`src/rtl/halt_dump_unit.sv`:
```
`default_nettype none
// ============================================================================
//  Module      : halt_dump_unit
//  Description : Detects the CPU halt instruction, stalls the CPU and streams
//                all registers plus every non-zero data-memory word as
//                (kind, address, data) records over a valid/ready interface.
//  Revision    : 1.0 - initial release
// ============================================================================
module halt_dump_unit #(
    parameter int                    ADDR_WIDTH = 16,
    parameter int                    DATA_WIDTH = 16,
    parameter int                    NUM_REGS   = 16,
    parameter logic [DATA_WIDTH-1:0] HALT_INSTR = 16'hE7FF
) (
    input  logic                        clk,
    input  logic                        reset,
    input  logic [DATA_WIDTH-1:0]       instr,
    input  logic                        instr_valid,
    output logic                        cpu_stall,
    output logic [$clog2(NUM_REGS)-1:0] reg_rd_addr,
    input  logic [DATA_WIDTH-1:0]       reg_rd_data,
    output logic                        mem_rd_en,
    output logic [ADDR_WIDTH-1:0]       mem_rd_addr,
    input  logic [DATA_WIDTH-1:0]       mem_rd_data,
    output logic                        out_valid,
    input  logic                        out_ready,
    output logic                        out_is_mem,
    output logic [ADDR_WIDTH-1:0]       out_addr,
    output logic [DATA_WIDTH-1:0]       out_data,
    output logic                        busy,
    output logic                        done
);

    localparam int                    REG_IDX_W   = $clog2(NUM_REGS);
    localparam logic [ADDR_WIDTH-1:0] c_LAST_REG  = ADDR_WIDTH'(NUM_REGS - 1);
    localparam logic [ADDR_WIDTH-1:0] c_LAST_ADDR = {ADDR_WIDTH{1'b1}};

    typedef enum logic [2:0] {
        S_IDLE     = 3'd0,
        S_REG_EMIT = 3'd1,
        S_MEM_REQ  = 3'd2,
        S_MEM_WAIT = 3'd3,
        S_MEM_EMIT = 3'd4,
        S_DONE     = 3'd5
    } state_t;

    state_t                  r_state;
    state_t                  w_next_state;

    logic [REG_IDX_W-1:0]    r_rd_idx;
    logic [ADDR_WIDTH-1:0]   r_mem_addr;
    logic                    r_out_valid;
    logic                    r_out_is_mem;
    logic [ADDR_WIDTH-1:0]   r_out_addr;
    logic [DATA_WIDTH-1:0]   r_out_data;

    logic                    w_halt_seen;
    logic                    w_handshake;
    logic                    w_last_reg;
    logic                    w_last_addr;
    logic                    w_mem_nonzero;
    logic                    w_load_reg;
    logic                    w_load_mem;
    logic                    w_drop_valid;
    logic                    w_start_mem;
    logic                    w_adv_addr;

    assign w_halt_seen   = instr_valid && (instr == HALT_INSTR);
    assign w_handshake   = r_out_valid && out_ready;
    assign w_last_reg    = (r_out_addr == c_LAST_REG);
    assign w_last_addr   = (r_mem_addr == c_LAST_ADDR);
    assign w_mem_nonzero = |mem_rd_data;

    always_ff @(posedge clk or posedge reset) begin
        if (reset) begin
            r_state <= S_IDLE;
        end else begin
            r_state <= w_next_state;
        end
    end

    always_comb begin
        w_next_state = r_state;
        w_load_reg   = 1'b0;
        w_load_mem   = 1'b0;
        w_drop_valid = 1'b0;
        w_start_mem  = 1'b0;
        w_adv_addr   = 1'b0;
        case (r_state)
            S_IDLE: begin
                if (w_halt_seen) begin
                    w_next_state = S_REG_EMIT;
                end
            end
            S_REG_EMIT: begin
                // First cycle loads register 0; afterwards each accepted
                // record is immediately replaced by the next index.
                if (!r_out_valid) begin
                    w_load_reg = 1'b1;
                end else if (w_handshake) begin
                    if (w_last_reg) begin
                        w_drop_valid = 1'b1;
                        w_start_mem  = 1'b1;
                        w_next_state = S_MEM_REQ;
                    end else begin
                        w_load_reg = 1'b1;
                    end
                end
            end
            S_MEM_REQ: begin
                w_next_state = S_MEM_WAIT;
            end
            S_MEM_WAIT: begin
                if (w_mem_nonzero) begin
                    w_load_mem   = 1'b1;
                    w_next_state = S_MEM_EMIT;
                end else if (w_last_addr) begin
                    w_next_state = S_DONE;
                end else begin
                    w_adv_addr   = 1'b1;
                    w_next_state = S_MEM_REQ;
                end
            end
            S_MEM_EMIT: begin
                if (w_handshake) begin
                    w_drop_valid = 1'b1;
                    if (w_last_addr) begin
                        w_next_state = S_DONE;
                    end else begin
                        w_adv_addr   = 1'b1;
                        w_next_state = S_MEM_REQ;
                    end
                end
            end
            S_DONE: begin
                w_next_state = S_DONE;
            end
            default: begin
                w_next_state = S_IDLE;
            end
        endcase
    end

    always_ff @(posedge clk or posedge reset) begin
        if (reset) begin
            r_rd_idx     <= '0;
            r_mem_addr   <= '0;
            r_out_valid  <= 1'b0;
            r_out_is_mem <= 1'b0;
            r_out_addr   <= '0;
            r_out_data   <= '0;
        end else begin
            if (r_state == S_IDLE && w_halt_seen) begin
                r_rd_idx <= '0;
            end else if (w_load_reg) begin
                r_rd_idx <= r_rd_idx + REG_IDX_W'(1);
            end

            if (w_start_mem) begin
                r_mem_addr <= '0;
            end else if (w_adv_addr) begin
                r_mem_addr <= r_mem_addr + ADDR_WIDTH'(1);
            end

            if (w_load_reg) begin
                r_out_valid  <= 1'b1;
                r_out_is_mem <= 1'b0;
                r_out_addr   <= ADDR_WIDTH'(r_rd_idx);
                r_out_data   <= reg_rd_data;
            end else if (w_load_mem) begin
                r_out_valid  <= 1'b1;
                r_out_is_mem <= 1'b1;
                r_out_addr   <= r_mem_addr;
                r_out_data   <= mem_rd_data;
            end else if (w_drop_valid) begin
                r_out_valid  <= 1'b0;
            end
        end
    end

    always_comb begin
        cpu_stall   = (r_state != S_IDLE);
        busy        = (r_state != S_IDLE) && (r_state != S_DONE);
        done        = (r_state == S_DONE);
        mem_rd_en   = (r_state == S_MEM_REQ);
        mem_rd_addr = r_mem_addr;
        reg_rd_addr = r_rd_idx;
        out_valid   = r_out_valid;
        out_is_mem  = r_out_is_mem;
        out_addr    = r_out_addr;
        out_data    = r_out_data;
    end

endmodule
`default_nettype wire

```
`config.mk`:
```
export PLATFORM = sky130hd
export DESIGN_NAME = halt_dump_unit
export DESIGN_NICKNAME = d
export VERILOG_FILES = /design/src/rtl/halt_dump_unit.sv
export SDC_FILE = /design/constraint.sdc
export NUM_CORES = 1
export LEC_CHECK = 0
export BUFFER_PORTS_ARGS = -buffer_cell sky130_fd_sc_hd__buf_2
export CAP_MARGIN = 10
export CORE_MARGIN = 10
export CORE_UTILIZATION = 54
export CTS_BUF_LIST = sky130_fd_sc_hd__clkbuf_2
export DETAILED_ROUTE_END_ITERATION = 10
export PLACE_DENSITY = 0.91
export SLEW_MARGIN = 25
export SYNTH_ARGS = -nofsm -noshare
export SYNTH_HDL_FRONTEND = slang
export SYNTH_SLANG_ARGS = --single-unit
```
`constraint.sdc`:
```
create_clock -name clk -period 5.63 [get_ports clk]
set_input_delay 0.563 -clock clk [delete_from_list [all_inputs] [get_ports clk]]
set_output_delay 0.563 -clock clk [all_outputs]
set_load 0.005 [all_outputs]
```
After elaboration in Yosys (flattened, before gate mapping)
Cells that the tools add are included.
{"block": "totals", "reg_bits": 57, "inputBits": 52, "elab_cells": 72}
{"block": "classes", "add_sub_neg": 2, "n_eq_ne": 14, "muxes": 37, "reduce_logical": 12}
{"cell": "16-bit 2-to-1 mux", "n": 6}
{"cell": "16-bit == test (second input constant)", "n": 2}
{"cell": "3-bit 2-to-1 mux", "n": 7}
{"cell": "1-bit 2-to-1 mux", "n": 19}
{"cell": "3-bit case mux with 6 select lines", "n": 1}
{"cell": "16-bit by 1-bit adder with 16-bit output (second input constant)", "n": 1}
{"cell": "16-bit by 4-bit == test with 1-bit output (second input constant)", "n": 1}
{"cell": "16-bit OR reduction", "n": 1}
{"cell": "2-bit != test (second input constant)", "n": 5}
{"cell": "4-bit 2-to-1 mux", "n": 2}
{"cell": "3-bit by 2-bit == test with 1-bit output (second input constant)", "n": 2}
{"cell": "3-bit == test (second input constant)", "n": 2}
{"cell": "2-bit nonzero test", "n": 3}
{"cell": "3-bit nonzero test", "n": 2}
{"cell": "5-bit AND reduction", "n": 1}
{"cell": "4-bit by 1-bit adder with 4-bit output (second input constant)", "n": 1}
{"cell": "1-bit logical AND", "n": 4}
{"cell": "1-bit case mux with 2 select lines", "n": 2}
{"cell": "3-bit by 1-bit == test with 1-bit output (second input constant)", "n": 1}
{"cell": "3-bit zero test", "n": 1}
{"cell": "3-bit != test (second input constant)", "n": 1}

Logic depth before layout (Yosys ltp)
{"block": "depth", "depth_word": 8, "ltp_mapped": 9, "mapped_depth_nobuf": 7}

Least setup slack after synthesis
No wires, ideal clock.
{"block": "synth_timing", "kind": "input -> register", "start": "in mem_rd_data[3]", "end": "reg r_mem_addr[5] (netlist: mem_rd_addr[5])", "t_arrival_ns": 1.977, "required_time_ns": 5.553, "path_slack_ns": 3.575, "stages": 6, "path_buffers": 0, "cell_sequence": "nor4_2 nand2_2 nor3_4 o21ai_4 or4_1 a21oi_1"}
{"block": "synth_via", "elab_chain_cells": 4}
{"item": "start, declared", "line_no": "24", "text": "input logic [DATA_WIDTH-1:0] mem_rd_data,"}
{"item": "16-bit OR reduction", "line_no": "72", "text": "assign w_mem_nonzero = |mem_rd_data;"}
{"item": "1-bit 2-to-1 mux", "line_no": "114", "text": "if (w_mem_nonzero) begin"}
{"item": "1-bit case mux with 2 select lines", "line_no": "89", "text": "case (r_state)"}
{"item": "2-bit nonzero test (no line)"}
{"item": "end signal, assigned", "line_no": "162", "text": "r_mem_addr <= r_mem_addr + ADDR_WIDTH'(1);"}
{"item": "end, declared", "line_no": "51", "text": "logic [ADDR_WIDTH-1:0] r_mem_addr;"}
Every way passes these cells.
A chain may end at the register's enable or synchronous reset.

Final worst setup path
{"block": "layout_timing", "start": "reg r_out_addr[4] (netlist: out_addr[4])", "end": "reg r_out_data[2] (netlist: out_data[2])"}
{"block": "layout_via", "elab_chain_cells": 6, "elab_cells_between_ends": 7, "classes_between": "eq/ne: 1; mux: 5; reduce/logical: 1"}
{"item": "start, declared", "line_no": "54", "text": "logic [ADDR_WIDTH-1:0] r_out_addr;"}
{"item": "start signal, assigned", "line_no": "168", "text": "r_out_addr <= ADDR_WIDTH'(r_rd_idx);"}
{"item": "start signal, assigned", "line_no": "173", "text": "r_out_addr <= r_mem_addr;"}
{"item": "16-bit by 4-bit == test with 1-bit output *", "line_no": "70", "text": "assign w_last_reg = (r_out_addr == c_LAST_REG);"}
{"item": "1-bit 2-to-1 mux *", "line_no": "101", "text": "if (w_last_reg) begin"}
{"item": "1-bit 2-to-1 mux *", "line_no": "100", "text": "end else if (w_handshake) begin"}
{"item": "1-bit 2-to-1 mux *", "line_no": "98", "text": "if (!r_out_valid) begin"}
{"item": "1-bit 2-to-1 mux *", "line_no": "89"}
{"item": "16-bit 2-to-1 mux / 2-bit nonzero test (equally long branches)"}
{"item": "end signal, assigned", "line_no": "169", "text": "r_out_data <= reg_rd_data;"}
{"item": "end signal, assigned", "line_no": "174", "text": "r_out_data <= mem_rd_data;"}
{"item": "end, declared", "line_no": "55", "text": "logic [DATA_WIDTH-1:0] r_out_data;"}
Every way passes the cells marked *; elsewhere a longest branch is shown, timed or not.

==> flow_summary.ini <==
[status]
status = completed

[clocking]
clk_path_buf_depth = 2
clk_latency_ns = 0.48
postCtsSetupBuffers = 0
clk_transition_reported_paths_ns = 0.16
clkSinkCount = 57
htree_num_levels = 3
cts_tree = yes
postCtsHoldBufs = 0
cts.repair.resized = 0
clockRootBuffer = clkbuf_2
cts_inserted_buffers = 9

[global_route]
track_usage = 0.213
first_global_vias = 3083
grt_max_degree = 58
antenna_found_initial = 0
grt_pass1_wl_mm = 15.0
grt-ovfl-total = 0

[routing]
drc = 0
vias_per_cell = 6.09
routedWlPerCell_microns = 18.4
drt_iter0_markers = 293
postRouteAntennaNets = 0
vias = 3028
drt-total-wl_mm = 9.15
dr.pass1.iters = 8

[setup_path]
cp.required_ns = 6.05
critPathCaptureType = flip-flop
crit_arrival_ns = 3.12
cp-start-kind = flip-flop
reg2reg_slack_ns = 2.94
critPathKind = flip-flop to flip-flop
cp_max_fo = 39

[sta]
relSlewSlack = 0.455
fin_skew_ns = 0.0134
period_share = 0.479
whs_ns = 0.253
tightest_slew_ns = 0.818
period_needed_ns = 2.69
finalHoldViolations = 0
grt_setup_unrepaired = no
fin_setup_tns_ns = 0
max_clock_freq_mhz = 371
drv_slew = 0
finalSetupViolCount = 0
setup_ws_ns = 2.94

[pwr]
peakVddDrop_uv = 281
power_density_nw_per_um2 = 353
power.leakage_uw = 0.00186
p_total_uw = 1290

[place]
postPlaceCellArea_sq_um = 3510
place_ws_ns = 2.96
gp_congestion = 0.851
port_buffers = 109
post-dp-hpwl_mm = 6.78

[finish]
area_delta_synth_final_pct = 24.6
finalInstanceArea_sq_um = 3670
fillers = 404
fin_nets = 475
drive_gt1_frac = 0.331

[synthesis]
netlist_instances = 316
ys_seq_area_frac = 0.484
synth_flop_cell = dfrtp_1
ys_types = 55
syn_area_sq_um = 2950
synth-edff-count = 0
yosysWarnings = 0
avgSynthCellArea_sq_um = 9.32
ys_ff_latch = 57
synth_nets = 370
synthArstFlopShare = 1.00

[floorplan]
die-area_sq_um = 8810
start_util = 0.566
core_sq_um = 5200
die_y_microns = 93.9
rows = 26
io_pins = 110
die_x_microns = 93.9

[job]
max_cap_violations = 0

[min_path]
hp-class = input pin to async pin
[cells by family after synthesis]
kind of cell,share of synthesized area
compound gates,0.183
xor+xnor,0.0268
fa+ha+maj,0.00849
buf+inv,0.0340
flops,0.484
mux,0.0102
simple gates,0.253
[Yosys cell counts, types with 2 or more instances]
cell type  instances  area (sq um)
o22ai_1            2          12.5
clkbuf_1          10          37.5
o2111ai_1          2          17.5
and3_1             3          18.8
dfrtp_1           57          1430
o31ai_1            6          45.0
a21oi_1            8          40.0
and2_1             2          12.5
or3_1              4          25.0
a22oi_1           19           143
nand3_1            7          35.0
or4_1              4          30.0
ha_1               2          25.0
nor3_1             3          15.0
nand2_2            2          12.5
o21ba_2            2          20.0
nor2_1            18          67.6
o211ai_1           8          60.1
xor2_1             8          70.1
o21ai_1           15          75.1
nor2b_1            2          12.5
nor3_4             2          32.5
nand2_1           73           274
inv_1              5          18.8
mux2i_1            3          30.0
nand4_1            7          43.8
buf_2              5          25.0
nor4_1             7          43.8
o21ai_0            4          20.0
[report_power, final]
part           switching [uW]  internal, uW  total [uW]
logic                     212           157         369
registers                79.8           500         579
clock network             155           191         346
total                     447           848        1290
[worst max-delay path, cell delays in order, from the launching register on]
cell and delay (ns):
dfrtp_1 0.42, nor4b_1 0.58, a41oi_1 0.20, o21ba_2 0.48, nor2_2 0.67, nand2_1 0.16, nand2_1 0.11
[metrics by stage]
step           std cells  utilization
6_report             497        0.706
5_1_grt              496        0.705
2_1_floorplan        316            -
3_5_place_dp         480        0.675
3_3_place_gp         480        0.675
4_1_cts              496        0.705
[flip-flops by register name (all words and copies together), names as in the netlist]
signal and cells:
mem_rd_addr 16, out_addr 16, out_data 16, reg_rd_addr 4, r_state 3, out_is_mem 1
out_valid 1
[per-layer routing]
metal	wire length, microns	up-vias	global-route usage
li1	-	1362	-
met1	3350	1472	0.241
met2	4700	169	0.365
met3	874	25	0.0600
met4	229	0	0.0911
met5	0	-	0
[layout by cell type, fill, tap and decap left out, types with 2 or more instances in the layout]
cell type,n
o21ba_2,2
o21ai_0,4
buf_2,109
nand4_1,7
nor4_1,7
nand2_1,73
ha_1,2
a21oi_1,8
clkbuf_2,10
o21ai_1,15
and3_1,3
and2_1,2
o22ai_1,2
dfrtp_1,57
o31ai_1,6
inv_1,4
or4_1,4
mux2i_1,3
buf_4,2
nand2_2,2
or3_1,4
nor2_1,18
nor2b_1,2
nand3_1,7
nor3_1,3
bufinv_16,3
nor3_4,2
o211ai_1,8
o2111ai_1,2
xor2_1,8
a22oi_1,19
[worst paths after layout]
kind	to	cells after the start	start
worst max-delay path	out_data[2]	6	out_addr[4]
worst min-delay path	out_data[2]	3	reset
worst max register to register	out_data[2]	6	out_addr[4]
worst min register to register	out_data[4]	2	out_data[4]
max in group asynchronous	out_addr[12]	3	reset
min in group clk	out_data[13]	3	reg_rd_data[13]
[area by class of cell]
class | count | area, sq um | area share
clock inverters | 6 | 106 | 0.0290
multi-input cells | 237 | 1420 | 0.387
flip-flops and latches | 57 | 1430 | 0.388
diodes | 1 | 2.50 | 0.000681
clock buffers | 10 | 50.0 | 0.0136
repair buffers | 111 | 561 | 0.153
well taps | 70 | 87.6 | 0.0239
inverters | 5 | 18.8 | 0.00511
Power figures use the tool's default switching activity.
